==> src/rtl/system_widths_pkg.sv <==
// Shared widths and the instruction-queue FSM state type.
`timescale 1ns/1ps
package system_widths_pkg;

  localparam int INSTR_W = 32;
  localparam int STAT_W  = 16;

  typedef enum logic [1:0] {
    IDLE  = 2'd0,
    ISSUE = 2'd1,
    WAIT  = 2'd2
  } iq_state_t;

endpackage : system_widths_pkg

==> src/rtl/sync_fifo.sv <==
// Synchronous circular FIFO: storage, wrap-around pointers and occupancy count.
// Flush clears pointers and count and takes priority over push and pop.
`timescale 1ns/1ps
module sync_fifo #(
  parameter int WIDTH = 32,
  parameter int DEPTH = 4
) (
  input  logic                     clk,
  input  logic                     resetN,
  input  logic                     push,
  input  logic                     pop,
  input  logic                     flush,
  input  logic [WIDTH-1:0]         wdata,
  output logic [WIDTH-1:0]         rdata,
  output logic                     full,
  output logic                     empty,
  output logic [$clog2(DEPTH):0]   count
);

  localparam int AW = $clog2(DEPTH);
  localparam int CW = AW + 1;

  logic [WIDTH-1:0] mem_q [DEPTH];
  logic [AW-1:0]    wr_ptr_q;
  logic [AW-1:0]    rd_ptr_q;
  logic [CW-1:0]    count_q;
  logic             push_ok;
  logic             pop_ok;

  assign full    = (count_q == CW'(DEPTH));
  assign empty   = (count_q == '0);
  assign count   = count_q;
  assign rdata   = mem_q[rd_ptr_q];
  assign push_ok = push && !full && !flush;
  assign pop_ok  = pop && !empty && !flush;

  // Pointer and occupancy bookkeeping; DEPTH is a power of two so pointers wrap naturally.
  always_ff @(posedge clk or negedge resetN) begin
    if (!resetN) begin
      wr_ptr_q <= '0;
      rd_ptr_q <= '0;
      count_q  <= '0;
    end else if (flush) begin
      wr_ptr_q <= '0;
      rd_ptr_q <= '0;
      count_q  <= '0;
    end else begin
      if (push_ok) wr_ptr_q <= wr_ptr_q + 1'b1;
      if (pop_ok)  rd_ptr_q <= rd_ptr_q + 1'b1;
      case ({push_ok, pop_ok})
        2'b10:   count_q <= count_q + CW'(1);
        2'b01:   count_q <= count_q - CW'(1);
        default: count_q <= count_q;
      endcase
    end
  end

  // Entry storage written at the tail.
  // NOTE: storage has no reset; contents are only observed once count says they are valid.
  always_ff @(posedge clk) begin
    if (push_ok) mem_q[wr_ptr_q] <= wdata;
  end

endmodule : sync_fifo

==> src/rtl/instruction_queue.sv <==
// Instruction queue between a host and an instruction unit (IU).
// Buffers host words in a FIFO and issues them one at a time, waiting for
// the IU's done pulse before issuing the next.
// Optional macro INSTRUCTION_QUEUE_STATS_EN adds saturating issued/illegal counters.
`timescale 1ns/1ps
module instruction_queue
  import system_widths_pkg::*;
#(
  parameter int DEPTH = 4
) (
  input  logic                    clk,
  input  logic                    resetN,
  input  logic                    host_valid,
  input  logic [INSTR_W-1:0]      host_instr,
  output logic                    host_ready,
  input  logic                    flush,
  input  logic                    iu_core_ready,
  input  logic                    iu_instr_done,
  input  logic                    iu_illegal,
  output logic                    instr_valid,
  output logic [INSTR_W-1:0]      instr_in,
`ifdef INSTRUCTION_QUEUE_STATS_EN
  output logic [STAT_W-1:0]       issued_count,
  output logic [STAT_W-1:0]       illegal_count,
`endif
  output logic [$clog2(DEPTH):0]  q_count,
  output logic                    q_empty,
  output logic                    q_full,
  output logic                    busy
);

  iq_state_t state_q;
  logic      push;
  logic      issue_accept;

  assign host_ready   = !q_full && !flush;
  assign push         = host_valid && host_ready;
  assign instr_valid  = (state_q == ISSUE) && !flush;
  assign issue_accept = instr_valid && iu_core_ready;
  assign busy         = (state_q != IDLE) || !q_empty;

  sync_fifo #(
    .WIDTH (INSTR_W),
    .DEPTH (DEPTH)
  ) u_fifo (
    .clk    (clk),
    .resetN (resetN),
    .push   (push),
    .pop    (issue_accept),
    .flush  (flush),
    .wdata  (host_instr),
    .rdata  (instr_in),
    .full   (q_full),
    .empty  (q_empty),
    .count  (q_count)
  );

  // Issue FSM: offer the head, hand it to the IU, then wait for completion.
  always_ff @(posedge clk or negedge resetN) begin
    if (!resetN) begin
      state_q <= IDLE;
    end else begin
      case (state_q)
        IDLE:    if (!q_empty && !flush) state_q <= ISSUE;
        ISSUE:   if (flush)              state_q <= IDLE;
                 else if (iu_core_ready) state_q <= WAIT;
        WAIT:    if (iu_instr_done)      state_q <= IDLE;
        default: state_q <= IDLE;
      endcase
    end
  end

`ifdef INSTRUCTION_QUEUE_STATS_EN
  logic [STAT_W-1:0] issued_count_q;
  logic [STAT_W-1:0] illegal_count_q;

  assign issued_count  = issued_count_q;
  assign illegal_count = illegal_count_q;

  // Saturating statistics; flush leaves them untouched.
  always_ff @(posedge clk or negedge resetN) begin
    if (!resetN) begin
      issued_count_q  <= '0;
      illegal_count_q <= '0;
    end else begin
      if (issue_accept && (issued_count_q != '1))
        issued_count_q <= issued_count_q + 1'b1;
      if ((state_q == WAIT) && iu_instr_done && iu_illegal && (illegal_count_q != '1))
        illegal_count_q <= illegal_count_q + 1'b1;
    end
  end
`else
  logic unused_illegal;
  assign unused_illegal = iu_illegal;
`endif

endmodule : instruction_queue

==> config.mk <==
export PLATFORM = sky130hd
export DESIGN_NAME = instruction_queue
export DESIGN_NICKNAME = d
export VERILOG_FILES = /design/src/rtl/system_widths_pkg.sv /design/src/rtl/sync_fifo.sv /design/src/rtl/instruction_queue.sv
export SDC_FILE = /design/constraint.sdc
export NUM_CORES = 1
export LEC_CHECK = 0
export ABC_AREA = 1
export CAP_MARGIN = 20
export CORE_MARGIN = 2
export CORE_UTILIZATION = 48
export DETAILED_ROUTE_END_ITERATION = 8
export HOLD_SLACK_MARGIN = 0.1
export PLACE_DENSITY = 0.75
export SYNTH_ARGS = -nofsm -noshare
export SYNTH_HDL_FRONTEND = slang
export SYNTH_SLANG_ARGS = --single-unit
==> constraint.sdc <==
create_clock -name clk -period 2.4 [get_ports clk]
set_input_delay 0.48 -clock clk [delete_from_list [all_inputs] [get_ports clk]]
set_output_delay 0.48 -clock clk [all_outputs]
set_load 0.01 [all_outputs]
==> run summary, run 1 <==
RR Startpoint - u_fifo.count[1]
post-route setup slack - -5.85 ps
Via Count - 3464
die width - 109 um
DR iter-0 viols - 340
Antenna Cells - 0
row count - 38
Worst R2R Setup Slack - 360 ps
die height - 109 um
final hold slack - 265 ps
Worst Clk Skew - 7.00 ps
slew at the pin with the worst max-slew slack - 429 ps
multi-input logic area - 1130 um2
initial antenna violation count - 0
CP Capture Type - primary output
storage element area - 4070 um2
HP Class - in2async
combinational share of power - 0.155
layout cells sized above 1 - 0.172
RSZ-0062 raised after global routing - yes
Pint - 4550 uW
largest net degree at the start of global routing - 27
Crit Path Max Fanout - 18
share of the synthesized area in the top cell type - 0.721
flops & latches, synth - 137
switching power - 1460 uW
outcome - finished, violations left
cell area after synthesis - 5330 um2
Max Cap Viol - 0
CTS Sinks - 137
Slew headroom - 0.713
fin. max-slew vios - 0
ranking of synthesized cells by area - edfxtp_1 72%, nor2_1 5.1%, o21ai_0 4.3%
Initial Util - 0.492
DR WL/cell - 17.4 um
Ports - 79
max frequency - 416 MHz
Pleak - 0.00262 uW
synth unique cells - 25
drt drc - 0
Max Root-Sink Buffers - 2
number of flops mapped to enable cells by yosys - 128
Final TNS setup - -7.57 ps
global-route wire length before repair - 17300 um
register area share after synthesis - 0.763
Detailed Place HPWL - 6560 um
Root Driver - clkbuf_8
vias per inst - 5.37
clock power share - 0.372
Worst-Skew Late Latency - 520 ps
placed cells - 607
FFs w/ async S/R, synth - 0.0657
worst-case reg-to-reg path depth - 14
H-tree depth - 4
failing checks - setup timing
gr ovfl total - 0
Worst EP required - 1920 ps
CTS Hold Bufs - 0
Die ar. - 12000 um2
count leader, synth - edfxtp_1
pre-CTS WS - 4.93 ps
Synth Instances - 387
Synth Flop Type - edfxtp_1
kind of start point of the critical path - flip-flop
Core ar. - 10800 um2
CTS tree - yes
Routed WL - 11200 um
PD cells - 855 nW/um2
Ys Warns - 0
vias in the first global route - 3523
DRT antenna net count - 0
CP Class - reg2out
Final min period - 2410 ps
Area Growth Syn to Fin - 31.8%
Final Hold Viols - 0
post-route clock period utilization - 1.00
power share of the sequential group - 0.472
count of final setup violators - 2
DR pass1 iterations - 4
GR Util All Layers - 0.200
cell taking the most area after synthesis - edfxtp_1
GP Congestion - 0.812
final net count - 536
non-filler cells in the finished layout - 645
Mapped Nets - 431
fillcell total - 767
most frequent cells after synthesis - 128 x edfxtp_1, 73 x nor2_1, 46 x o21ai_0
r2r endpoint - u_fifo.count[2]
IO buf count - 77
Reg clk slew, reported paths - 60 ps
VDD IR max - 0.579 mV
cts bufs inserted - 17
synthesized area per cell - 13.8 um2
CP arrival - 1930 ps
Switching Share - 0.243
[cell families after synthesis]
group	Yosys count	synth area share
compound gates	102	0.104
xor+xnor	1	0.00164
fa+ha+maj	5	0.0131
buf+inv	37	0.0324
flops	137	0.763
simple gates	105	0.0852
[stage by stage]
| step | cell area, um2 | utilization | power [uW] |
|---|---|---|---|
| finish | 7030 | 0.648 | 6000 |
| detailed placement | 6450 | 0.595 | 3810 |
| global placement | 6450 | 0.595 | 3780 |
| floorplan | 5330 | - | 3300 |
| global route | 7030 | 0.648 | 6220 |
| CTS | 7010 | 0.647 | 6030 |
[critical path, stage by stage, from the launching register on]
cell and delay, ps:
dfrtp_2 430, buf_4 140, buf_6 170, o21ai_0 110, o22ai_1 250, dlygate4sd2_1 300
[how the worst max path moves through the flow]
stage | startpoint | end | slack (ps) | depth (start not counted)
finish | u_fifo.rd_ptr_q[0] | instr_in[19] | -6 | 5
global route | u_fifo.rd_ptr_q[0] | instr_in[19] | -30 | 5
CTS | u_fifo.rd_ptr_q[0] | instr_in[30] | -200 | 4
detailed placement | flush | u_fifo.count[2] | 5 | 13
global placement | flush | u_fifo.count[2] | 70 | 13
floorplan | u_fifo.count[1] | u_fifo.mem_q[0][0] | -160 | 4
[flip-flops by register name, indices dropped and copies added, names as in the netlist]
| name | count |
|---|---|
| u_fifo.wr_ptr_q | 2 |
| state_q | 2 |
| u_fifo.mem_q | 128 |
| u_fifo.count | 3 |
| u_fifo.rd_ptr_q | 2 |
[repair_timing]
item / CTS / global route
buffers inserted: 3 / 2
endpoints found under the setup margin: 33 / 23
cloned: 1 / 0
pin swaps: 0 / 4
gates resized for setup: 40 / 38
[metal layers]
layer | GRT usage | share of wire | routed length (um) | up-vias
met2 | 0.322 | 0.51 | 5720 | 126
met4 | 0.100 | 0.025 | 282 | 0
met5 | 0 | 0 | 0 | -
met3 | 0.0599 | 0.067 | 749 | 24
li1 | - | - | - | 1636
met1 | 0.247 | 0.40 | 4450 | 1678
[power groups by stage]
stage	clock network, uW	registers, uW	logic (uW)
after floorplan	0	2880	419
after detailed placement	0	2880	924
after global routing	2350	2850	1020
final	2240	2830	934
after CTS	2260	2830	943
after global placement	0	2880	905
[placed cells by master (no fill, tap or decap), types with 3 or more instances in the layout]
master | netlist | routed
dfrtp_1 | 9 | 7
nand2_2 | 3 | 4
o21ai_0 | 46 | 43
clkinv_1 | 0 | 3
clkinv_2 | 0 | 3
nand2_1 | 13 | 12
inv_1 | 14 | 14
o21ai_1 | 21 | 23
o22ai_1 | 32 | 31
ha_1 | 4 | 4
dlymetal6s2s_1 | 0 | 9
clkinvlp_4 | 0 | 3
clkbuf_1 | 10 | 5
dlygate4sd2_1 | 0 | 14
buf_4 | 6 | 17
clkbuf_16 | 0 | 16
nor2_4 | 0 | 4
nor2_2 | 2 | 3
clkbuf_2 | 0 | 11
nand3_1 | 9 | 9
clkdlybuf4s50_1 | 0 | 42
nor2_1 | 73 | 68
edfxtp_1 | 128 | 128
buf_6 | 1 | 3
buf_12 | 0 | 7
[layout make-up]
cell class,instances,area share
flip-flops and latches,137,0.580
well taps,140,0.0249
multi-input cells,213,0.161
clock inverters,10,0.0112
clock buffers,22,0.0616
inverters,17,0.00980
repair buffers,106,0.152
Note: power is estimated with default switching activity, not from simulation.
==> run 2: changes to the inputs <==
CORE_UTILIZATION = 50   (was 48)
CTS_BUF_LIST = sky130_fd_sc_hd__clkbuf_2   (was default)
PLACE_DENSITY = 0.77   (was 0.75)
==> run 2 against run 1 <==
  * Setup slack improved by 18 ps
  * The flow now finishes without violations
  * Utilization up 3.4 points
  * Critical path type unchanged
  * Sequential share of layout area fell by 0.11 points
  * Flip-flop and latch count unchanged
  * Largest cell class unchanged
  * Clock power down 41%
==> run summary, run 2 (same netlist as run 1, synthesis figures left out) <==
global-route wire length before repair - 17600 um (was 17300 um)
most common cell after layout, fill and taps aside - edfxtp_1 (unchanged)
max incr delay on CP - 480 ps (was 430 ps)
count of final setup violators - 0 (was 2)
Most Used Layer, Global Route - met2 (unchanged)
H-tree depth - 4 (unchanged)
Die ar. - 11500 um2 (was 12000 um2)
met2 global-route usage - 0.328 (was 0.322)
outcome - finished, final reports clean (was finished, violations left)
RR Startpoint - u_fifo.count[1] (unchanged)
hold_sp - host_instr[29]
DRT antenna net count - 0 (unchanged)
Via Count - 3614 (was 3464)
fin. max-slew vios - 0 (unchanged)
die height - 107 um (was 109 um)
capture point of the critical path - instr_in[5] (was instr_in[19])
Max Root-Sink Buffers - 2 (unchanged)
Antenna Cells - 0 (unchanged)
Worst R2R Setup Slack - 370 ps (was 360 ps)
die width - 107 um (was 109 um)
non-filler cells in the finished layout - 652 (was 645)
fillcell total - 719 (was 767)
Final TNS setup - 0 ps (was -7.57 ps)
Buf+Inv Stages, Crit Path - 4 (was 3)
Pleak - 0.00257 uW (was 0.00262 uW)
kind of start point of the critical path - flip-flop (unchanged)
CP Launch Point - u_fifo.rd_ptr_q[0] (unchanged)
row count - 37 (was 38)
vias per inst - 5.54 (was 5.37)
post-route clock period utilization - 0.995 (was 1.00)
Pwr Total - 5190 uW (was 6000 uW)
RSZ-0062 raised after global routing - yes (unchanged)
max frequency - 419 MHz (was 416 MHz)
slew at the pin with the worst max-slew slack - 452 ps (was 429 ps)
Slew headroom - 0.698 (was 0.713)
largest net degree at the start of global routing - 29 (was 27)
Ports - 79 (unchanged)
gr ovfl total - 0 (unchanged)
layout cells sized above 1 - 0.314 (was 0.172)
CP Capture Type - primary output (unchanged)
critical path, cell by cell - inv_4 > buf_6 > clkbuf_16 > nor2_2 > o22ai_1 > buf_2 (was buf_4 > buf_6 > o21ai_0 > o22ai_1 > dlygate4sd2_1)
cell family with most CP delay - buffers and inverters (unchanged)
cts bufs inserted - 17 (unchanged)
final net count - 549 (was 536)
Worst-Skew Late Latency - 660 ps (was 520 ps)
DR iter-0 viols - 227 (was 340)
CP arrival - 1910 ps (was 1930 ps)
Final min period - 2390 ps (was 2410 ps)
GP Congestion - 0.742 (was 0.812)
DR pass1 iterations - 5 (was 4)
HP Class - in2reg (was in2async)
Routed WL - 12100 um (was 11200 um)
GR Util met1 - 0.269 (was 0.247)
Biggest register - u_fifo.mem_q (unchanged)
Area Growth Syn to Fin - 32.1% (was 31.8%)
number of flip-flops under the largest register name - 128 (unchanged)
Max Cap Viol - 0 (unchanged)
Worst EP required - 1920 ps (about the same)
CTS tree - yes (unchanged)
drt drc - 0 (unchanged)
GR Layer Usage met3 - 0.0714 (was 0.0599)
worst-case reg-to-reg path depth - 15 (was 14)
Core ar. - 10300 um2 (was 10800 um2)
vias in the first global route - 3522 (was 3523)
PD cells - 738 nW/um2 (was 855 nW/um2)
Crit Path Max Fanout - 7 (was 18)
CP Class - reg2out (unchanged)
VDD IR max - 0.466 mV (was 0.579 mV)
most frequent cells in the layout - 128 x edfxtp_1, 55 x nor2_1, 46 x o21ai_1 (was 128 x edfxtp_1, 68 x nor2_1, 43 x o21ai_0)
Worst path slowest cell - dfrtp_2 (unchanged)
r2r endpoint - u_fifo.count[2] (unchanged)
Reg clk slew, reported paths - 180 ps (was 60 ps)
CTS Sinks - 137 (unchanged)
initial antenna violation count - 0 (unchanged)
Initial Util - 0.516 (was 0.492)
GR Util All Layers - 0.207 (was 0.200)
IO buf count - 77 (unchanged)
placed cells - 603 (was 607)
Final Hold Viols - 0 (unchanged)
Worst Clk Skew - 10.6 ps (was 7.00 ps)
Root Driver - clkbuf_2 (was clkbuf_8)
Detailed Place HPWL - 6690 um (was 6560 um)
CP Depth - 6 (was 5)
DR WL/cell - 18.5 um (was 17.4 um)
## run 2: worst min path at each step
stage / end / slack [ps] / cells past startpoint
final: u_fifo.mem_q[2][29] / 430 / 1
after CTS: u_fifo.mem_q[0][29] / 370 / 1
after global placement: u_fifo.wr_ptr_q[0] / 540 / 1
after floorplan: state_q[0] / 180 / 0
after detailed placement: u_fifo.wr_ptr_q[0] / 560 / 1
after global routing: u_fifo.mem_q[0][6] / 350 / 1
## run 2: area by class of cell
| type | count | area [um2] | area share |
|---|---|---|---|
| clock buffers | 20 | 100 | 0.0142 |
| clock inverters | 10 | 129 | 0.0183 |
| inverters | 17 | 66.3 | 0.00942 |
| multi-input cells | 213 | 1290 | 0.184 |
| flip-flops and latches | 137 | 4070 | 0.578 |
| well taps | 136 | 170 | 0.0242 |
| repair buffers | 119 | 1210 | 0.172 |
## run 2: per-stage QoR
| step | hold slack [ps] | area (um2) | util | setup WS [ps] |
|---|---|---|---|---|
| finish | 429 | 7040 | 0.682 | 12.5 |
| global route | 351 | 7040 | 0.682 | -139 |
| CTS | 372 | 6750 | 0.654 | -40.0 |
| detailed placement | 559 | 6480 | 0.628 | 25.6 |
| global placement | 542 | 6480 | 0.628 | 57.4 |
| floorplan | 184 | 5330 | - | -155 |
## run 2: where the power goes
group | internal, uW | switching [uW] | total [uW] | leakage (uW)
sequential | 2760 | 65.9 | 2830 | 0.00128
clock | 572 | 761 | 1330 | 0.000145
combinational | 480 | 553 | 1030 | 0.00115
## run 2: timing repair
item | CTS | global route
hold buffers | 1 | 0
buffers inserted | 8 | 2
setup endpoints to repair | 37 | 36
hold endpoints to repair | 9 | 0
pin swaps | 11 | 15
gates resized for setup | 180 | 61
cloned | 2 | 7
## run 2: metal layers
metal / wire (um) / share of wire
met5: 0 / 0
met3: 894 / 0.074
met2: 6100 / 0.51
met1: 4970 / 0.41
met4: 104 / 0.0086
==> run 3: changes to the inputs <==
CORE_UTILIZATION = 45   (was 50)
PLACE_DENSITY = 0.71   (was 0.77)
==> run 3 against run 2 <==
  * The flow now finishes with violations (setup timing)
  * Setup slack got worse by 130 ps
  * Fmax fell by 5.0%
  * Cell area rose by 6.3%
  * Register-to-register slack barely moved
  * Critical path type unchanged
==> run summary, run 3 (same netlist as run 1, synthesis figures left out) <==
Worst Clk Skew - 28.6 ps (was 10.6 ps)
CP Class - reg2out (unchanged)
Buf+Inv Stages, Crit Path - 3 (was 4)
Pleak - 0.00272 uW (was 0.00257 uW)
Area Growth Syn to Fin - 40.5% (was 32.1%)
layout cells sized above 1 - 0.405 (was 0.314)
GP Congestion - 0.746 (was 0.742)
outcome - finished, violations left (was finished, final reports clean)
Worst path slowest cell - dfrtp_2 (unchanged)
cell family with most CP delay - compound AO/OA/AOI/OAI gates (was buffers and inverters)
Core ar. - 11500 um2 (was 10300 um2)
max frequency - 398 MHz (was 419 MHz)
failing checks - setup timing
Worst R2R Setup Slack - 370 ps (about the same)
DRT antenna net count - 0 (unchanged)
max incr delay on CP - 460 ps (was 480 ps)
CP Capture Type - primary output (unchanged)
Antenna Cells - 0 (unchanged)
count of final setup violators - 13 (was 0)
IO buf count - 77 (unchanged)
DR WL/cell - 18.7 um (was 18.5 um)
Root Driver - clkbuf_2 (unchanged)
number of flip-flops under the largest register name - 128 (unchanged)
multi-input logic area - 1500 um2 (was 1290 um2)
critical path, cell by cell - clkinv_4 > buf_12 > o21ai_0 > o22ai_4 > buf_6 (was inv_4 > buf_6 > clkbuf_16 > nor2_2 > o22ai_1 > buf_2)
Final min period - 2510 ps (was 2390 ps)
vias per inst - 5.36 (was 5.54)
GR Util met1 - 0.249 (was 0.269)
final hold slack - 438 ps (was 429 ps)
Max Root-Sink Buffers - 2 (unchanged)
fillcell total - 824 (was 719)
RSZ-0062 raised after global routing - yes (unchanged)
GR Util All Layers - 0.198 (was 0.207)
post-route clock period utilization - 1.05 (was 0.995)
storage element area - 4070 um2 (unchanged)
row count - 39 (was 37)
CTS tree - yes (unchanged)
Initial Util - 0.465 (was 0.516)
most frequent cells in the layout - 128 x edfxtp_1, 40 x clkdlybuf4s50_1, 35 x nor2_1 (was 128 x edfxtp_1, 55 x nor2_1, 46 x o21ai_1)
Die ar. - 12700 um2 (was 11500 um2)
slew at the pin with the worst max-slew slack - 456 ps (was 452 ps)
largest net degree at the start of global routing - 27 (was 29)
Biggest register - u_fifo.mem_q (unchanged)
Final Hold Viols - 0 (unchanged)
Most Used Layer, Global Route - met2 (unchanged)
pre-CTS WS - -0.778 ps (was 25.6 ps)
CTS Sinks - 137 (unchanged)
Ports - 79 (unchanged)
Routed WL - 12700 um (was 12100 um)
Worst EP required - 1920 ps (about the same)
CP arrival - 2030 ps (was 1910 ps)
H-tree depth - 4 (unchanged)
DR pass1 iterations - 5 (unchanged)
Slew headroom - 0.693 (was 0.698)
GR Layer Usage met3 - 0.0498 (was 0.0714)
PD cells - 703 nW/um2 (was 738 nW/um2)
met2 global-route usage - 0.331 (was 0.328)
fin. max-slew vios - 0 (unchanged)
Via Count - 3641 (was 3614)
global-route wire length before repair - 18800 um (was 17600 um)
Final TNS setup - -450 ps (was 0 ps)
Detailed Place HPWL - 6550 um (was 6690 um)
die width - 113 um (was 107 um)
final net count - 567 (was 549)
Max Cap Viol - 0 (unchanged)
kind of start point of the critical path - flip-flop (unchanged)
cts bufs inserted - 17 (unchanged)
post-route setup slack - -114 ps (was 12.5 ps)
die height - 113 um (was 107 um)
VDD IR max - 0.515 mV (was 0.466 mV)
Reg clk slew, reported paths - 210 ps (was 180 ps)
gr ovfl total - 0 (unchanged)
most common cell after layout, fill and taps aside - edfxtp_1 (unchanged)
Worst-Skew Late Latency - 650 ps (was 660 ps)
vias in the first global route - 3677 (was 3522)
initial antenna violation count - 0 (unchanged)
Crit Path Max Fanout - 6 (was 7)
DR iter-0 viols - 215 (was 227)
drt drc - 0 (unchanged)
Finished Core Util - 0.653 (was 0.682)
HP Class - in2reg (unchanged)
==> run 3: changes by cell type in the layout (fill, tap and decap cells not counted), moves of 5 or more <==
cell | before | now
nor2_2 | 12 | 23
inv_6 | 0 | 6
nor2_4 | 8 | 17
o21ai_0 | 8 | 14
nor2_1 | 55 | 35
o22ai_1 | 22 | 17
buf_6 | 5 | 17
o21ai_2 | 12 | 18
o21ai_1 | 46 | 30
==> run 3: area by class of cell <==
type | count | area share
Sequential cell | 137 | 0.544
Timing Repair Buffer | 136 | 0.190
Tap cell | 143 | 0.0239
Clock buffer | 18 | 0.0120
Clock inverter | 14 | 0.0184
Timing Repair inverter | 1 | 0.00117
Multi-Input combinational cell | 213 | 0.200
Inverter | 17 | 0.0102
==> run 3: path summary, 6_finish.rpt <==
check                                         from                  end  depth (start not counted)
max in group asynchronous                   resetN      u_fifo.count[2]                          2
worst max register to register     u_fifo.count[1]      u_fifo.count[2]                         15
min in group asynchronous                   resetN           state_q[1]                          2
worst min-delay path                host_instr[18]  u_fifo.mem_q[1][18]                          1
worst max-delay path            u_fifo.rd_ptr_q[0]         instr_in[31]                          5
worst min register to register  u_fifo.wr_ptr_q[0]   u_fifo.wr_ptr_q[0]                          1
==> run 3: metrics by stage <==
step	total power [uW]	instance area, um2	cells
after global placement	3790	6480	613
after global routing	5520	7490	679
after CTS	5180	7090	672
after detailed placement	3820	6480	613
final	5260	7490	679
after floorplan	3300	5330	387
==> run 3: per-layer routing <==
| layer | wire, um | part of all wire |
|---|---|---|
| met5 | 0 | 0 |
| met3 | 873 | 0.069 |
| met2 | 6350 | 0.50 |
| met1 | 5290 | 0.42 |
| met4 | 204 | 0.016 |
==> run 3: what timing repair did <==
item / in CTS / in global routing
setup endpoints to repair: 37 / 36
endpoints found under the hold margin: 9 / 0
hold buffers: 1 / 0
pin swaps: 15 / 34
resized for setup: 216 / 92
setup buffers: 20 / 7
cloned: 6 / 2
==> run 3: report_power, final <==
part	internal (uW)	switching [uW]	total (uW)
clock network	402	876	1280
registers	2760	76.2	2840
logic	547	595	1140
total	3710	1550	5260
